<file path="src/rtl/imem_pkg.sv">
// Shared types and defaults for the instruction-memory arbiter.
// Holds the port id, FSM state and pending-response record used by imem_arbiter.
package imem_pkg;

   localparam int unsigned DEFAULT_MEM_SIZE = 512;
   localparam int unsigned STARVE_W         = 4;

   typedef enum logic {
      PORT_IF = 1'b0,
      PORT_LS = 1'b1
   } port_e;

   typedef enum logic {
      ST_ARB  = 1'b0,
      ST_LOCK = 1'b1
   } state_e;

   typedef struct packed {
      logic  valid;
      port_e port;
      logic  is_write;
      logic  err;
   } pend_t;

endpackage

</file>
<file path="src/rtl/imem_starve_ctr.sv">
// Saturating starvation counter for the instruction-fetch port.
// Clear has priority over increment; at_limit_o flags a saturated count.
module imem_starve_ctr
   import imem_pkg::*;
#(
   parameter int unsigned LIMIT = 4
) (
   input  logic clk,
   input  logic rst_n,
   input  logic clear_i,
   input  logic inc_i,
   output logic at_limit_o
);

   localparam logic [STARVE_W-1:0] LIM = STARVE_W'(LIMIT);

   logic [STARVE_W-1:0] cnt_q;
   logic [STARVE_W-1:0] cnt_d;

   always_comb begin
      cnt_d = cnt_q;
      if (clear_i) begin
         cnt_d = '0;
      end else if (inc_i && (cnt_q < LIM)) begin
         cnt_d = cnt_q + STARVE_W'(1);
      end
   end

   always_ff @(posedge clk or negedge rst_n) begin
      if (!rst_n) begin
         cnt_q <= '0;
      end else begin
         cnt_q <= cnt_d;
      end
   end

   assign at_limit_o = (cnt_q == LIM);

endmodule

</file>
<file path="src/rtl/imem_arbiter.sv">
// Arbiter sharing the single-ported instruction BRAM between IF and LS requesters.
// Optional address checking is enabled with the IMEM_BOUNDS_CHECK_EN macro.
module imem_arbiter
   import imem_pkg::*;
#(
   parameter int unsigned ADDR_W       = 32,
   parameter int unsigned MEM_SIZE     = DEFAULT_MEM_SIZE,
   parameter int unsigned STARVE_LIMIT = 4
) (
   input  logic              clk,
   input  logic              rst_n,
   input  logic              if_req_i,
   input  logic [ADDR_W-1:0] if_addr_i,
   output logic              if_gnt_o,
   output logic              if_rvalid_o,
   output logic [31:0]       if_rdata_o,
   output logic              if_err_o,
   input  logic              ls_req_i,
   input  logic              ls_we_i,
   input  logic [3:0]        ls_be_i,
   input  logic [ADDR_W-1:0] ls_addr_i,
   input  logic [31:0]       ls_wdata_i,
   input  logic              ls_lock_i,
   output logic              ls_gnt_o,
   output logic              ls_rvalid_o,
   output logic [31:0]       ls_rdata_o,
   output logic              ls_err_o,
   output logic              mem_en_o,
   output logic              mem_we_o,
   output logic [3:0]        mem_be_o,
   output logic [ADDR_W-1:0] mem_addr_o,
   output logic [31:0]       mem_wdata_o,
   input  logic [31:0]       mem_rdata_i
);

   state_e state_q;
   state_e state_d;
   pend_t  pend_q;
   pend_t  pend_d;
   logic   active_q;
   logic   starve_at_limit;
   logic   addr_err;

   imem_starve_ctr #(
      .LIMIT (STARVE_LIMIT)
   ) u_starve_ctr (
      .clk        (clk),
      .rst_n      (rst_n),
      .clear_i    (!if_req_i || if_gnt_o),
      .inc_i      (if_req_i && !if_gnt_o),
      .at_limit_o (starve_at_limit)
   );

   // Grants are held off until the first edge after reset has been seen.
   always_comb begin
      if_gnt_o = 1'b0;
      ls_gnt_o = 1'b0;
      state_d  = state_q;
      if (active_q) begin
         unique case (state_q)
            ST_ARB: begin
               if (ls_req_i && !(if_req_i && starve_at_limit)) begin
                  ls_gnt_o = 1'b1;
               end else if (if_req_i) begin
                  if_gnt_o = 1'b1;
               end
               if (ls_gnt_o && ls_lock_i) begin
                  state_d = ST_LOCK;
               end
            end
            ST_LOCK: begin
               ls_gnt_o = ls_req_i;
               if (!ls_lock_i) begin
                  state_d = ST_ARB;
               end
            end
            default: state_d = ST_ARB;
         endcase
      end
   end

`ifdef IMEM_BOUNDS_CHECK_EN
   logic [ADDR_W-1:0] sel_addr;
   logic [ADDR_W:0]   last_byte;

   assign sel_addr  = ls_gnt_o ? ls_addr_i : if_addr_i;
   assign last_byte = {1'b0, sel_addr} + (ADDR_W+1)'(3);
   assign addr_err  = (if_gnt_o || ls_gnt_o) &&
                      ((sel_addr[1:0] != 2'b00) || (last_byte >= (ADDR_W+1)'(MEM_SIZE)));
`else
   assign addr_err = 1'b0;
`endif

   // A rejected address still consumes the grant but never reaches the BRAM.
   always_comb begin
      mem_en_o    = 1'b0;
      mem_we_o    = 1'b0;
      mem_be_o    = '0;
      mem_addr_o  = '0;
      mem_wdata_o = '0;
      if (ls_gnt_o) begin
         mem_en_o    = !addr_err;
         mem_we_o    = ls_we_i && !addr_err;
         mem_be_o    = ls_be_i;
         mem_addr_o  = ls_addr_i;
         mem_wdata_o = ls_wdata_i;
      end else if (if_gnt_o) begin
         mem_en_o   = !addr_err;
         mem_addr_o = if_addr_i;
      end
   end

   always_comb begin
      pend_d          = '0;
      pend_d.valid    = if_gnt_o || ls_gnt_o;
      pend_d.port     = ls_gnt_o ? PORT_LS : PORT_IF;
      pend_d.is_write = ls_gnt_o && ls_we_i;
      pend_d.err      = addr_err;
   end

   always_ff @(posedge clk or negedge rst_n) begin
      if (!rst_n) begin
         state_q  <= ST_ARB;
         pend_q   <= '0;
         active_q <= 1'b0;
      end else begin
         state_q  <= state_d;
         pend_q   <= pend_d;
         active_q <= 1'b1;
      end
   end

   // Read data is forwarded only to the port that owns the pending read.
   always_comb begin
      if_rvalid_o = pend_q.valid && (pend_q.port == PORT_IF);
      ls_rvalid_o = pend_q.valid && (pend_q.port == PORT_LS);
      if_rdata_o  = '0;
      ls_rdata_o  = '0;
      if (if_rvalid_o && !pend_q.is_write && !pend_q.err) begin
         if_rdata_o = mem_rdata_i;
      end
      if (ls_rvalid_o && !pend_q.is_write && !pend_q.err) begin
         ls_rdata_o = mem_rdata_i;
      end
   end

`ifdef IMEM_BOUNDS_CHECK_EN
   assign if_err_o = if_rvalid_o && pend_q.err;
   assign ls_err_o = ls_rvalid_o && pend_q.err;
`else
   assign if_err_o = 1'b0;
   assign ls_err_o = 1'b0;
`endif

endmodule
</file>
<file path="config.mk">
export PLATFORM = sky130hd
export DESIGN_NAME = imem_arbiter
export DESIGN_NICKNAME = d
export VERILOG_FILES = /design/src/rtl/imem_pkg.sv /design/src/rtl/imem_starve_ctr.sv /design/src/rtl/imem_arbiter.sv
export SDC_FILE = /design/constraint.sdc
export NUM_CORES = 1
export LEC_CHECK = 0
export CAP_MARGIN = 10
export CORE_AREA = 4 4 106 108
export CTS_BUF_LIST = sky130_fd_sc_hd__clkbuf_8
export DETAILED_ROUTE_END_ITERATION = 10
export DIE_AREA = 0 0 110 112
export GPL_TIMING_DRIVEN = 0
export PLACE_DENSITY = 0.69
export SLEW_MARGIN = 5
export SYNTH_ARGS = -nofsm -noshare
export SYNTH_HDL_FRONTEND = slang
export SYNTH_SLANG_ARGS = --single-unit
</file>
<file path="constraint.sdc">
create_clock -name clk -period 3.1 [get_ports clk]
set_clock_uncertainty 0.2 [all_clocks]
set_input_delay 0.62 -clock clk [delete_from_list [all_inputs] [get_ports clk]]
set_output_delay 0.62 -clock clk [all_outputs]
set_load 0.005 [all_outputs]
</file>
=== Yosys cells after proc, flatten, opt, wreduce, memory -nomap -nowiden ===
Cells that the tools add are included.
Widths: inputs -> output; s select.

* Flip-flop bits (word level): 9
* Output and inout bits: 140
* Logic and storage cells: 52

* Add/subtract/negate cells: 1
* $lt $le $gt $ge: 1
* Equality and inequality tests: 1
* Multiplexer cells: 24
* Bitwise operators: 2
* Reductions and logical operators: 17

{| class="wikitable"
|+ Operators with widths
! operator !! count
|-
| $mux 32 || 5
|-
| $mux 1 || 14
|-
| $mux 4 || 3
|-
| $logic_and 1x1->1 || 10
|-
| $add 4x1->4 const B || 1
|-
| $eq 4x3->1 const B || 1
|-
| $logic_not 1->1 || 4
|-
| $lt 4x3->1 const B || 1
|-
| $pmux 1 s2 || 2
|-
| $logic_or 1x1->1 || 2
|-
| $not 1->1 || 2
|-
| $reduce_bool 2->1 || 1
|}

=== Depth between registers and ports, before layout ===
Gate-level depths: netlist of run 1.

* Depth after elaboration: 12
* Mapped depth: 8
* Mapped depth without buffers: 5

=== Cells and area by module ===
A second synthesis of run 1 with hierarchy kept.

* Cells, all modules: 194
* Area, all modules: 1,502.7 µm²

{| class="wikitable"
|+ By module, submodules not included
! module !! times used !! cells an instance !! area an instance (µm²) !! seq. area each (µm²)
|-
| imem_arbiter || 1 || 174 || 1,273.7 || 125.1
|-
| imem_starve_ctr || 1 || 20 || 229.0 || 100.1
|}

=== Least setup slack after synthesis of run 1 ===
Ideal clock, no wire load.

* Path kind: input to output
* Start: in if_req_i
* End: out mem_wdata_o[0]
* Arrival: 1.541 ns
* Data required time: 2.280 ns
* Setup slack: 0.739 ns
* Stages on the path: 7
* Cell sequence: buf_2 -> nor2b_1 -> buf_4 -> a21oi_2 -> buf_4 -> buf_6 -> and2_1

* Word-level cells in the longest chain between the ends: 9

{| class="wikitable"
|+ Ends and longest elaborated chain
! element !! line !! RTL
|-
| start: declaration || imem_arbiter.sv:12 || <nowiki>input logic if_req_i,</nowiki>
|-
| $logic_and 1x1->1 || imem_arbiter.sv:62 || <nowiki>if (ls_req_i && !(if_req_i && starve_at_limit)) begin</nowiki>
|-
| $logic_not 1->1 || imem_arbiter.sv:62 ||
|-
| $logic_and 1x1->1 || imem_arbiter.sv:62 ||
|-
| $mux 1 || imem_arbiter.sv:62 ||
|-
| $mux 1 || imem_arbiter.sv:60 || <nowiki>unique case (state_q)</nowiki>
|-
| $mux 1 || imem_arbiter.sv:59 || <nowiki>if (active_q) begin</nowiki>
|-
| $pmux 1 s2 || imem_arbiter.sv:60 ||
|-
| $mux 1 || imem_arbiter.sv:59 ||
|-
| $mux 32 || imem_arbiter.sv:101 || <nowiki>if (ls_gnt_o) begin</nowiki>
|-
| end: declaration || imem_arbiter.sv:32 || <nowiki>output logic [31:0] mem_wdata_o,</nowiki>
|}

No other way between the ends. The select of a mux whose other input is x is not followed.

=== Worst setup path after layout of run 1 ===
* Start: reg u_starve_ctr.cnt_q[0]
* End: out mem_addr_o[29]

* Word-level cells in the longest chain between the ends: 10
* Elaborated cells between the ends (all ways): 14
* Classes of those cells: eq/ne: 1; mux: 10; reduce/logical: 3

{| class="wikitable"
|+ Ends and longest elaborated chain
! element !! line !! RTL
|-
| start: declaration || imem_starve_ctr.sv:17 || <nowiki>logic [STARVE_W-1:0] cnt_q;</nowiki>
|-
| start signal: assignment || imem_starve_ctr.sv:33 || <nowiki>cnt_q <= cnt_d;</nowiki>
|-
| $eq 4x3->1 (*) || imem_starve_ctr.sv:37 || <nowiki>assign at_limit_o = (cnt_q == LIM);</nowiki>
|-
| $logic_and 1x1->1 (*) || imem_arbiter.sv:62 ||
|-
| $logic_not 1->1 (*) || imem_arbiter.sv:62 ||
|-
| $logic_and 1x1->1 (*) || imem_arbiter.sv:62 ||
|-
| $mux 1 || imem_arbiter.sv:62 ||
|-
| $mux 1 || imem_arbiter.sv:60 ||
|-
| $mux 1 || imem_arbiter.sv:59 ||
|-
| $pmux 1 s2 || imem_arbiter.sv:60 ||
|-
| $mux 1 || imem_arbiter.sv:59 ||
|-
| $mux 32 (*) || imem_arbiter.sv:101 ||
|-
| end: declaration || imem_arbiter.sv:31 || <nowiki>output logic [ADDR_W-1:0] mem_addr_o,</nowiki>
|}

Every way passes the cells marked *; elsewhere a longest branch is shown, timed or not. The select of a mux whose other input is x is not followed.

==> results of run 1 <==
synthesized netlist by cell type:
cell type | number | area [µm²]
and2_1 | 102 | 638
a21oi_1 | 68 | 340
nand2_1 | 36 | 135
nand3b_1 | 33 | 248
o21a_1 | 33 | 248
clkbuf_1 | 24 | 90.1
buf_2 | 11 | 55.1
dfrtp_1 | 9 | 225
buf_4 | 4 | 30.0
inv_1 | 4 | 15.0
buf_6 | 3 | 33.8
nor2_1 | 3 | 11.3
and3b_1 | 2 | 17.5
conb_1 | 2 | 7.51
ha_1 | 2 | 25.0
nor2b_1 | 2 | 12.5
a21oi_2 | 1 | 8.76
a221oi_1 | 1 | 8.76
a2bb2oi_1 | 1 | 8.76
nand2b_1 | 1 | 6.26
nor3b_1 | 1 | 7.51
o211a_1 | 1 | 10.0
o21ai_0 | 1 | 5.00
xnor2_1 | 1 | 8.76
worst paths after layout:
kind / startpoint / endpoint / slack [ps] / cells after the start
worst max-delay path: u_starve_ctr.cnt_q[0] / mem_addr_o[29] / 110 / 8
worst min-delay path: u_starve_ctr.cnt_q[2] / u_starve_ctr.cnt_q[2] / 390 / 2
worst max register to register: u_starve_ctr.cnt_q[0] / state_q / 1400 / 6
worst min register to register: u_starve_ctr.cnt_q[2] / u_starve_ctr.cnt_q[2] / 390 / 2
max in group asynchronous: rst_n / u_starve_ctr.cnt_q[2] / 1920 / 1
min in group asynchronous: rst_n / u_starve_ctr.cnt_q[3] / 490 / 1
timing repair:
action / CTS / global route
endpoints found under the setup margin: 49 / 54
gates resized for setup: 6 / 59
buffers inserted: 2 / 5
pin swaps: 1 / 0
hold endpoints to repair: 0 / 0
cloned: 1 / 0
metal layers:
metal  vias up  global-route usage, %  wire length, µm
li1       1712                      -                -
met2       173                   36.3             6990
met5         -                      0               13
met4         2                   7.15              224
met3        18                   5.62             1320
met1      1562                   19.5             4520
worst register-to-register path: stages (launching register included):
cell      delay [ps]
dfrtp_1          340
inv_1             50
ha_1             210
and3b_1          190
buf_6            140
buf_2            190
a221oi_1         280
final cells by class:
class,instances,area [µm²]
multi-input cells,292,1790
diodes,3,7.51
plain buffers,41,225
clock inverters,1,3.75
inverters,4,15.0
repair buffers,281,2880
fillers,1009,4880
well taps,136,170
flip-flops and latches,9,225
clock buffers,3,41.3
sequential cells by signal (all words and copies together), names as in the netlist:
signal,flops
u_starve_ctr.cnt_q,4
pend_q,3
active_q,1
state_q,1
cells in the final DEF, fill, tap and decap left out, types with 9 or more instances in the layout:
cell type / count
clkdlybuf4s50_1: 237
and2_1: 102
a21oi_1: 61
nand2_1: 36
dlymetal6s2s_1: 34
nand3b_1: 33
o21a_1: 33
clkbuf_1: 19
buf_4: 11
buf_2: 10
dfrtp_1: 9
cells by family after synthesis:
kind of cell               synth area share [%]
AOI/OAI and AO/OA                          28.7
xor gates and xnor gates                  0.399
adders and majority gates                  1.14
buffers and inverters                      10.2
DFF                                        10.3
other                                     0.342
and+or+nand+nor                            49.0
power breakdown:
group	internal (mW)	switching [mW]	total (mW)
Combinational	0.448	0.300	0.748
Sequential	0.137	0.0154	0.152
Clock	0.0864	0.0486	0.135
metrics by stage:
stage | utilization (%) | hold slack [ps] | area [µm²]
after floorplan | - | 124 | 2200
after global placement | 49.9 | 338 | 5100
after detailed placement | 49.9 | 354 | 5100
after CTS | 50.7 | 363 | 5180
after global routing | 52.3 | 421 | 5350
final | 52.3 | 392 | 5350
==> summary.md, run 1 <==
| Metric | Value |
|---|---|
| Status | finished clean |
| Worst Path Required | roughly 2300 ps |
| Worst Tran Pin Value | between 500 and 600 ps |
| Fin. max-slew vios | 0 |
| Vias in the first global route | 3484 |
| Final Hold Violating Endpoints | 0 |
| DRT Pass-1 Iters | 4 |
| CTS Hold Bufs | 0 |
| CP max stage delay | about 500 ps |
| Total power | approximately 1.0 mW |
| Crit start category | flop |
| Arr. time, crit path | about 2200 ps |
| Clock sink count | 9 |
| Fin Setup TNS | 0 ps |
| First-pass GRT wire length | ~19000 µm |
| Core Rows | 37 |
| Synth Cell Area | 2200 µm² |
| Power density over cell area | approximately 190 nW/µm² |
| Largest delay share family, worst path | buffers and inverters |
| Crit end category | output pin |
| Layout Nets | 772 |
| Final std cells w/o fill | 770 |
| Die ar. | 12300 µm² |
| TritonCTS buffer count | 3 |
| Antenna violations before repair | 4 |
| Area delta synth->final | 144% |
| Buf/Inv on CP | 4 |
| Global Route Usage Sum | a little under 20% |
| Mean Syn Cell Area | roughly 6.3 µm² |
| FF+latch count, synth | 9 |
| Pre-CTS setup slack | approximately 25 ps |
| Initial DRC Count | just over 100 |
| Yosys cell types | 24 |
| Root Driver | clkbuf_8 |
| DR vias | approximately 3500 |
| Register area share after synthesis | between 10% and 20% |
| Clock Latency Late Sink | 240 ps |
| Slew HR | between 60% and 70% |
| Yosys warnings | 0 |
| Core Area | just over 10000 µm² |
| Final setup margin | roughly 110 ps |
| Max Root-Sink Buffers | 2 |
| Hold crit path type | flop to flop |
| CTS H-tree depth | 1 |
| Period utilisation layout | 96.5% |
| Kind of critical path | flop to output pin |
| Post-DP HPWL | roughly 11000 µm |
| Worst path cell trace | inv_1 > ha_1 > and3b_1 > buf_6 > buf_2 > a21oi_1 > o21a_1 > clkdlybuf4s50_1 |
| Worst-path clk slew | 40 ps |
| Port bufs | ~270 |
| Static Leak | 2.60 nW |
| Largest net degree at the start of global routing | 12 |
| Post-route minimum period | ~3000 ps |
| DRT antenna net count | 0 |
| Slowest-stage cell, CP | clkdlybuf4s50_1 |
| Chip height | 112 µm |
| VDD IR max | 0.110 mV |
| Initial Util | 21.5% |
| CP max FO | 10 |
| Final setup vio count | 0 |
| RSZ-0062 raised after global routing | true |
| Die width | between 100 and 150 µm |
| Placed cells | 756 |
| Fmax | around 330 MHz |
| Syn Inst Count | 346 |
| DR vias/cell | ~4.5 |
| WL/cell | ~17 µm |
| GP Congestion | 0.855 |
| TritonCTS clock tree | done |
| Max Cap Viol | 0 |
| I/O pins | 278 |
| Drt drc | 0 |
| Layout cells sized above 1 | under 10% |
| Drt total wl | ~13000 µm |
| Congestion Overflow GR | 0 |
No activity file was read; power rests on OpenSTA's default activity.
==> inputs of run 2 (changes only) <==
--- a/config.mk
+++ b/config.mk
@@ -7,7 +7,6 @@
 export LEC_CHECK = 0
 export CAP_MARGIN = 10
 export CORE_AREA = 4 4 106 108
-export CTS_BUF_LIST = sky130_fd_sc_hd__clkbuf_8
 export DETAILED_ROUTE_END_ITERATION = 10
 export DIE_AREA = 0 0 110 112
 export GPL_TIMING_DRIVEN = 0
==> run 2 against run 1 <==
Compared with the run above: worst hold slack unchanged; highest routed layer unchanged; largest power group unchanged; combinational power is essentially flat; count of clock-buffer cells in the layout grew 1; sequential share of layout area unchanged; fmax unchanged; routed wire length is essentially flat; critical path type unchanged.
==> summary.md, run 2 (same netlist as run 1, synthesis figures left out) <==
| Metric | Value |
|---|---|
| Slew HR | roughly two thirds |
| DRT Pass-1 Iters | 4 |
| DR vias | roughly 3500 |
| CP max FO | 10 |
| Final std cells w/o fill | just under 800 |
| Power share of the clock group | approximately an eighth |
| Power density over cell area | between 150 and 200 nW/µm² |
| Clock Latency Late Sink | 240 ps |
| Seq. cell area | around 230 µm² |
| Sequential share of power | roughly 15% |
| Worst Path Required | 2280 ps |
| Layout cells sized above 1 | under 10% |
| DRT antenna net count | 0 |
| Hold crit path type | flop to flop |
| Crit end category | output pin |
| Pre-CTS setup slack | around 25 ps |
| Root Driver | clkbuf_8 |
| Initial DRC Count | between 100 and 150 |
| Largest net degree at the start of global routing | 12 |
| First-pass GRT wire length | ~19000 µm |
| Die width | 110 µm |
| Final Hold Violating Endpoints | 0 |
| WL/cell | 17.0 µm |
| Drt total wl | 13100 µm |
| CTS H-tree depth | 1 |
| Clock sink count | 9 |
| Met1 global-route usage | between 10% and 20% |
| Post-DP HPWL | about 11000 µm |
| Worst-path clk slew | around 40 ps |
| GR Layer Usage met2 | roughly 36% |
| Layout Utilization | 52.3% |
| Final setup margin | between 100 and 150 ps |
| Sw Pwr | approximately 0.36 mW |
| Status | finished clean |
| Die ar. | between 10000 and 15000 µm² |
| Internal | approximately 0.67 mW |
| Total power | approximately 1.0 mW |
| Footprint of the multi-input gates | between 1500 and 2000 µm² |
| Comb pwr share | about 72% |
| VDD IR max | 0.110 mV |
| GRT Max-Usage Layer | met2 |
| GP Congestion | 0.855 |
| Area delta synth->final | 144% |
| Final setup vio count | 0 |
| Fillers | roughly 1000 |
| Kind of critical path | flop to output pin |
| Initial Util | roughly 21% |
| Post-route minimum period | 2990 ps |
| DR vias/cell | 4.50 |
| Max Cap Viol | 0 |
| Arr. time, crit path | between 2000 and 2500 ps |
| Fmax | ~330 MHz |
| Antenna violations before repair | 4 |
| Crit start category | flop |
| Chip height | around 110 µm |
| Max Root-Sink Buffers | 2 |
| Period utilisation layout | between 90% and 100% |
| Met3 usage | roughly 5.6% |
| Global Route Usage Sum | between 10% and 20% |
| Static Leak | 2.59 nW |
| Drt drc | 0 |
| Congestion Overflow GR | 0 |
| Placed cells | about 760 |
| RSZ-0062 raised after global routing | true |
| Commonest non-fill, non-tap cell in the layout | clkdlybuf4s50_1 |
| Core Rows | 37 |
| Core Area | 10200 µm² |
| Worst Tran Pin Value | just over 500 ps |
| Flip-flop count of the largest register after layout | 4 |
| Most frequent cells in the layout | clkdlybuf4s50_1 (237), and2_1 (102), a21oi_1 (61) |
| Sw frac | around a third |
| TritonCTS clock tree | done |
| Regs by FF count | u_starve_ctr.cnt_q (4), pend_q (3) |
| TritonCTS buffer count | 3 |
| I/O pins | between 200 and 300 |
| Layout Nets | 772 |
| Largest register by flop count | u_starve_ctr.cnt_q |
| Fin. max-slew vios | 0 |
| Port bufs | roughly 270 |
| Vias in the first global route | 3484 |
-- run 2: cell types whose count changed in the layout (fill, tap and decap cells not counted), sizes merged --
cell	change
clkbuf	+1
inv	-1
-- run 2: power by group through the flow --
stage	logic [mW]	registers [mW]	clock network, mW
after floorplan	0.296	0.152	0
after global placement	0.702	0.156	0
after detailed placement	0.710	0.158	0
after CTS	0.737	0.152	0.142
after global routing	0.817	0.155	0.153
final	0.748	0.152	0.138
-- run 2: worst max-delay path, stage by stage, from the launching register on --
cell,delay [ps]
dfrtp_1,340
inv_1,50
ha_1,210
and3b_1,190
buf_6,140
buf_2,190
a21oi_1,190
o21a_1,130
clkdlybuf4s50_1,490
-- run 2: worst paths after layout --
kind | startpoint | end | slack, ps | cells past startpoint
min reg2reg | u_starve_ctr.cnt_q[2] | u_starve_ctr.cnt_q[2] | 390 | 2
min in group asynchronous | rst_n | u_starve_ctr.cnt_q[3] | 490 | 1
max in group asynchronous | rst_n | pend_q[2] | 1920 | 1
max | u_starve_ctr.cnt_q[0] | mem_addr_o[29] | 110 | 8
min | u_starve_ctr.cnt_q[2] | u_starve_ctr.cnt_q[2] | 390 | 2
max reg2reg | u_starve_ctr.cnt_q[0] | state_q | 1400 | 6
-- run 2: per-layer routing --
| layer | wire, µm | vias to the layer above |
|---|---|---|
| met5 | 13 | - |
| met4 | 224 | 2 |
| met3 | 1320 | 18 |
| met2 | 6990 | 173 |
| met1 | 4520 | 1561 |
| li1 | - | 1712 |
-- run 2: per-stage QoR --
step | TNS (ps) | area, µm² | hold WS [ps]
2_1_floorplan | 0 | 2200 | 124
3_3_place_gp | 0 | 5100 | 338
4_1_cts | 0 | 5180 | 363
3_5_place_dp | 0 | 5100 | 354
5_1_grt | -21.8 | 5350 | 421
6_report | 0 | 5350 | 392
-- run 2: what timing repair did --
action,4_1_cts,5_1_grt
endpoints found under the hold margin,0,0
setup endpoints to repair,49,54
pin swaps,1,0
cloned,1,0
resized for setup,6,59
hold buffers,0,0
buffers inserted,2,5
-- run 2: cell type report --
class                   count  area share (%)
inverters                   4           0.281
diodes                      3           0.140
multi-input cells         292            33.4
flip-flops and latches      9            4.21
plain buffers              41            4.21
repair buffers            281            53.7
well taps                 136            3.18
clock buffers               4           0.842
==> inputs of run 3 (changes only) <==
--- a/config.mk
+++ b/config.mk
@@ -7,6 +7,7 @@
 export LEC_CHECK = 0
 export CAP_MARGIN = 10
 export CORE_AREA = 4 4 106 108
+export CTS_BUF_LIST = sky130_fd_sc_hd__clkbuf_4 sky130_fd_sc_hd__clkbuf_8
 export DETAILED_ROUTE_END_ITERATION = 10
 export DIE_AREA = 0 0 110 112
 export GPL_TIMING_DRIVEN = 0
==> constraint.sdc (replaced) <==
create_clock -name clk -period 3.89 [get_ports clk]
set_clock_uncertainty 0.2 [all_clocks]
set_input_delay 0.778 -clock clk [delete_from_list [all_inputs] [get_ports clk]]
set_output_delay 0.778 -clock clk [all_outputs]
set_load 0.005 [all_outputs]
==> run 3 against run 2 <==
Compared with the run above: count of clock-buffer cells in the layout did not move; first-iteration DRC count down 21%; core utilization decreased by 1.9 points; sequential cell count stayed put; global-route usage fell by 0.21 points; combinational power decreased by 24%; routed wire length down 2.7%; die area did not move; non-clock buffer count fell by 7; total power shrank 22%; largest power group unchanged.
==> summary.md, run 3 (same netlist as run 1, synthesis figures left out) <==
| Metric | Value |
|---|---|
| CP max FO | 10 |
| Crit end category | output pin |
| Fin. max-slew vios | 0 |
| Met3 usage | ~5.6% |
| Worst-path clk slew | 40 ps |
| Placed cells | ~760 |
| DR vias | between 3000 and 4000 |
| Status | finished clean |
| Layout cells sized above 1 | approximately 3.7% |
| Root Driver | clkbuf_8 |
| Most frequent cells in the layout | clkdlybuf4s50_1 (273), and2_1 (102), a21oi_1 (68) |
| Kind of critical path | primary input to output pin |
| DRT antenna net count | 0 |
| DR vias/cell | between 4 and 5 |
| Max Cap Viol | 0 |
| TritonCTS buffer count | 3 |
| Most used cell, CP | buf_4 |
| GRT Max-Usage Layer | met2 |
| Post-CTS sizing | 0 |
| GP Congestion | between 0.8 and 0.9 |
| Footprint of the multi-input gates | around 1800 µm² |
| Final std cells w/o fill | between 700 and 800 |
| Sw frac | 34.4% |
| Fmax | about 300 MHz |
| Largest register by flop count | u_starve_ctr.cnt_q |
| VDD IR max | ~0.10 mV |
| Internal | 0.528 mW |
| Hold Path Sink | u_starve_ctr.cnt_q[2] |
| GR Layer Usage met2 | between 30 and 40% |
| CTS H-tree depth | 1 |
| CP max stage delay | 530 ps |
| Core Area | 10200 µm² |
| Flip-flop count of the largest register after layout | 4 |
| WL/cell | between 15 and 20 µm |
| Fillers | slightly above 1000 |
| R2r startpoint | u_starve_ctr.cnt_q[0] |
| Crit start category | primary input |
| Drt total wl | 12700 µm |
| Max Root-Sink Buffers | 2 |
| Layout Nets | around 770 |
| Seq. cell area | approximately 230 µm² |
| Final setup vio count | 0 |
| Worst Tran Pin Value | 557 ps |
| Crit Reg-Reg Endpoint | pend_q[1] |
| Flop2flop setup slack | about 2100 ps |
| Port bufs | approximately 270 |
| First-pass GRT wire length | approximately 19000 µm |
| Area after DPL | 5100 µm² |
| Chip height | approximately 110 µm |
| Worst Path Required | between 2000 and 3000 ps |
| Period utilisation layout | 86.8% |
| Hold depth | 2 |
| Core Rows | 37 |
| R2R cell count | 7 |
| Largest delay share family, worst path | buffers and inverters |
| Clock sink count | 9 |
| Regs by FF count | u_starve_ctr.cnt_q (4), pend_q (3) |
| Largest net degree at the start of global routing | 12 |
| Slew HR | 62.8% |
| Slowest-stage cell, CP | clkdlybuf4s50_1 |
| CTS Hold Bufs | 0 |
| Congestion Overflow GR | 0 |
| Clock Latency Late Sink | 230 ps |
| Final Hold Violating Endpoints | 0 |
| Total power | roughly 0.80 mW |
| Sw Pwr | roughly 0.28 mW |
| Critical path depth | 8 |
| Vias in the first global route | 3450 |
| Fin Setup TNS | 0 ps |
| Final Cell Area | about 5200 µm² |
| Power density over cell area | about 160 nW/µm² |
| Buf/Inv on CP | 5 |
| I/O pins | 278 |
| Comb pwr share | between 70% and 80% |
| Final setup margin | 512 ps |
| Die width | approximately 110 µm |
| Global Route Usage Sum | 19.1% |
| Static Leak | about 2 nW |
| Pre-CTS setup slack | around 500 ps |
| RSZ-0062 raised after global routing | false |
| Die ar. | 12300 µm² |
| Met1 global-route usage | slightly below 20% |
| Drt drc | 0 |
| Power share of the clock group | approximately 14% |
| Post-DP HPWL | ~11000 µm |
| Post-route minimum period | between 3000 and 4000 ps |
| Initial Util | 21.5% |
| Arr. time, crit path | roughly 2400 ps |
| Area delta synth->final | 135% |
| Setup Fix Bufs, Post-CTS | 0 |
| Commonest non-fill, non-tap cell in the layout | clkdlybuf4s50_1 |
| TritonCTS clock tree | done |
| Hold crit path type | flop to flop |
| Min-delay src | u_starve_ctr.cnt_q[2] |
| Initial DRC Count | 81 |
| Antenna violations before repair | 4 |
| Worst path cell trace | buf_2 > nor2b_1 > buf_4 > a21oi_2 > buf_4 > buf_6 > and2_1 > clkdlybuf4s50_1 |
| Sequential share of power | approximately 15% |
| DRT Pass-1 Iters | 4 |
==> run 3: cell count changes in the layout (fill, tap and decap cells not counted), sizes merged <==
cell           change
dlymetal6s2s      -34
clkdlybuf4s50     +36
dlygate4sd2        -1
buf                -9
clkbuf             +1
==> run 3: per-layer routing <==
layer	part of all wire (%)	wire [µm]
met5	0.10	13
met3	10	1320
met4	2.1	265
met1	35	4400
met2	53	6710
==> run 3: through the flow <==
stage | util [%] | hold slack, ps
final | 50.4 | 363
after global routing | 50.4 | 391
after CTS | 50.3 | 363
after detailed placement | 49.9 | 354
after global placement | 49.9 | 338
after floorplan | - | 282
==> run 3: worst min-delay path, stage by stage, from the launching register on <==
cell and delay (ps):
dfrtp_1 390, a21oi_1 60, nor2_1 70
==> run 3: how the worst max path moves through the flow <==
stage	startpoint	endpoint	slack [ps]
after CTS	if_req_i	mem_wdata_o[3]	500
after global routing	u_starve_ctr.cnt_q[0]	mem_wdata_o[3]	390
after floorplan	if_req_i	mem_wdata_o[0]	1210
after global placement	if_req_i	mem_wdata_o[19]	510
after detailed placement	if_req_i	mem_wdata_o[19]	500
final	if_req_i	mem_wdata_o[19]	510
==> run 3: power by group through the flow <==
stage / Clock (mW) / Combinational, mW / Sequential (mW)
floorplan: 0 / 0.236 / 0.121
global placement: 0 / 0.560 / 0.125
detailed placement: 0 / 0.566 / 0.126
CTS: 0.121 / 0.568 / 0.124
global route: 0.129 / 0.618 / 0.127
finish: 0.116 / 0.565 / 0.124
==> run 3: area by class of cell <==
| type | count | area share [%] |
|---|---|---|
| Sequential cell | 9 | 4.37 |
| Clock buffer | 4 | 0.946 |
| Inverter | 4 | 0.291 |
| Timing Repair Buffer | 273 | 53.0 |
| Buffer | 42 | 4.05 |
| Antenna cell | 3 | 0.146 |
| Tap cell | 136 | 3.30 |
| Multi-Input combinational cell | 292 | 33.9 |
==> RTL edit, RTL diff (flow settings as in run 1) <==
`ADDR_W`: 32 -> 28.
--- a/src/rtl/imem_arbiter.sv
+++ b/src/rtl/imem_arbiter.sv
@@ -5,3 +5,3 @@
 #(
-   parameter int unsigned ADDR_W       = 32,
+   parameter int unsigned ADDR_W       = 28,
    parameter int unsigned MEM_SIZE     = DEFAULT_MEM_SIZE,
Ports: changed (resized if_addr_i, ls_addr_i and mem_addr_o); port bits go from 278 to 266. The function was not compared with the original's and may differ.
==> RTL edit against run 1 <==
- combinational power shrank 5.2%
- global-route usage shrank 1.4 points
- area after synthesis shrank 6.1%
- worst setup slack lost 0.0020 ns
- sequential cell count is the same
- synthesized cell count shrank 6.4%
- final cell count shrank 4.5%
- design area shrank 5.5%
- routed wire length shrank 9.6%
- total power shrank 4.0%
- non-clock buffer count shrank 12
- first-iteration DRC count grew 48%
- largest cell class unchanged
- highest routed layer is now met4
==> RTL edit: results (changes against run 1) <==
[setup_path]
crit_family=buffers and inverters  ; unchanged
critPathSlowestCell=clkdlybuf4s50_1  ; unchanged
max_stage_delay_ns=0.50
path_max_fanout=11  ; was 10
timing.rr.end=u_starve_ctr.cnt_q[0]  ; was state_q
r2r-start=u_starve_ctr.cnt_q[1]  ; was u_starve_ctr.cnt_q[0]
ff2ff_path_depth=7  ; was 6
startpoint=if_req_i  ; was u_starve_ctr.cnt_q[0]
r2r_slack_ns=1.24  ; was 1.40 ns
critPathCapture=mem_wdata_o[28]  ; was mem_addr_o[29]

[synthesis]
async_flop_share_pct=100  ; unchanged
synth_compound_area_share_pct=27.1  ; was 28.7%
synth_fa_ha_area_share_pct=1.21  ; was 1.14%
synthTopCellsByArea=and2_1 (31%), a21oi_1 (15%), dfrtp_1 (11%)  ; was and2_1 (29%), a21oi_1 (15%), nand3b_1 (11%)
synth-main-ff-cell=dfrtp_1  ; unchanged
synth_xor_area_share_pct=0.425  ; was 0.399%
synthMuxAreaShare_pct=0  ; unchanged
ys_top_cells_by_count=and2_1 (102), a21oi_1 (60), nand2_1 (32)  ; was and2_1 (102), a21oi_1 (68), nand2_1 (36)
ys_types=25  ; was 24
ys_seq_area_share_pct=10.9  ; was 10.3%
ys_warn_count=0  ; unchanged

[clock_tree]
h-tree-depth=1  ; unchanged
cts_buffer_depth=2  ; unchanged
cts_resized=27  ; was 6
numCtsBuffers=3  ; unchanged
insertion_delay_ns=0.23

[pwr]
ir_drop_mv=0.178  ; was 0.110 mV
p_leak_nw=2.21  ; was 2.60 nW

[route]
wire_per_inst_um=16.1  ; was 17.0 um
vias=3190  ; was 3,467
drt-pass1-iter-count=4  ; unchanged
first_iter_violations=152  ; was 103

[sta]
worst_pin_slew_ns=0.519  ; was 0.517 ns
drv_slew=0  ; unchanged

[placed_design]
place_congestion=0.797  ; was 0.855
placed_area_um2=4860  ; was 5100 um2
hpwl_mm=10.2  ; was 11.1 mm
port_buffers=262  ; was 273

[layout]
stdcell_area_um2=5060  ; was 5350 um2
drive_gt1_share_pct=7.18  ; was 6.81%
antennaDiodeCount=0  ; was 3
final_nets=732  ; was 772
n_fill_cell=1031  ; was 1,009
top_regs=u_starve_ctr.cnt_q: 4 flops, pend_q: 3 flops  ; unchanged

[global_routing]
grt_pass1_wl_mm=17.4  ; was 18.7 mm
grt_util_met1_pct=19.8  ; was 19.5%
grt_max_degree=12  ; unchanged
antenna_found_initial=0  ; was 4
grt_util_met2_pct=33.2  ; was 36.3%
globalRouteMet3Util_pct=4.81  ; was 5.62%
grtUsageTotal_pct=17.9  ; was 19.3%

[run_status]
status=complete, no violations  ; unchanged

[min_path]
hold_path.startpoint=u_starve_ctr.cnt_q[2]  ; unchanged
hold_depth=2  ; unchanged
hp-class=reg2reg  ; unchanged

[die]
dieArea_um2=12300  ; unchanged

-- RTL edit: cell count changes after synthesis --
| cell | delta |
|---|---|
| nand2_1 | -4 |
| o21a_1 | -4 |
| clkbuf_1 | -1 |
| a21oi_1 | -8 |
| buf_6 | -1 |
| buf_1 | +1 |
| nand3b_1 | -4 |
| buf_4 | -1 |
-- RTL edit: layer usage --
| layer | vias up | part of all wire [%] |
|---|---|---|
| met5 | - | 0 |
| met4 | 0 | 1.7 |
| met3 | 12 | 9.9 |
| met2 | 160 | 51 |
| met1 | 1401 | 37 |
| li1 | 1617 | - |
-- RTL edit: metrics by stage --
step / setup WS [ns] / hold WS [ns] / std cells
2_1_floorplan: 0.878 / 0.124 / 325
3_3_place_gp: -0.348 / 0.355 / 723
3_5_place_dp: -0.329 / 0.362 / 723
4_1_cts: 0.00688 / 0.372 / 730
5_1_grt: 0.00227 / 0.430 / 735
6_report: 0.108 / 0.372 / 735
-- RTL edit: worst register-to-register path: cells and delay by family (launching register included) --
| family | cells | cell delay, ns |
|---|---|---|
| AND/OR/NAND/NOR | 2 | 0.25 |
| adder cells (fa/ha/maj) | 1 | 0.16 |
| buffers and inverters | 3 | 0.42 |
| flip-flops | 1 | 0.39 |
| AO/OA/AOI/OAI | 1 | 0.32 |
-- RTL edit: cell type report --
type / count / area share, %
plain buffers: 40 / 4.50
clock buffers: 3 / 0.816
clock inverters: 1 / 0.0742
inverters: 4 / 0.297
multi-input cells: 272 / 33.3
flip-flops and latches: 9 / 4.45
well taps: 136 / 3.36
repair buffers: 270 / 53.2
-- RTL edit: power breakdown --
group / internal [mW] / switching, mW / leakage [nW]
registers: 0.137 / 0.0151 / 0.116
clock network: 0.0863 / 0.0466 / 0.0269
logic: 0.431 / 0.278 / 2.07
total: 0.654 / 0.340 / 2.21
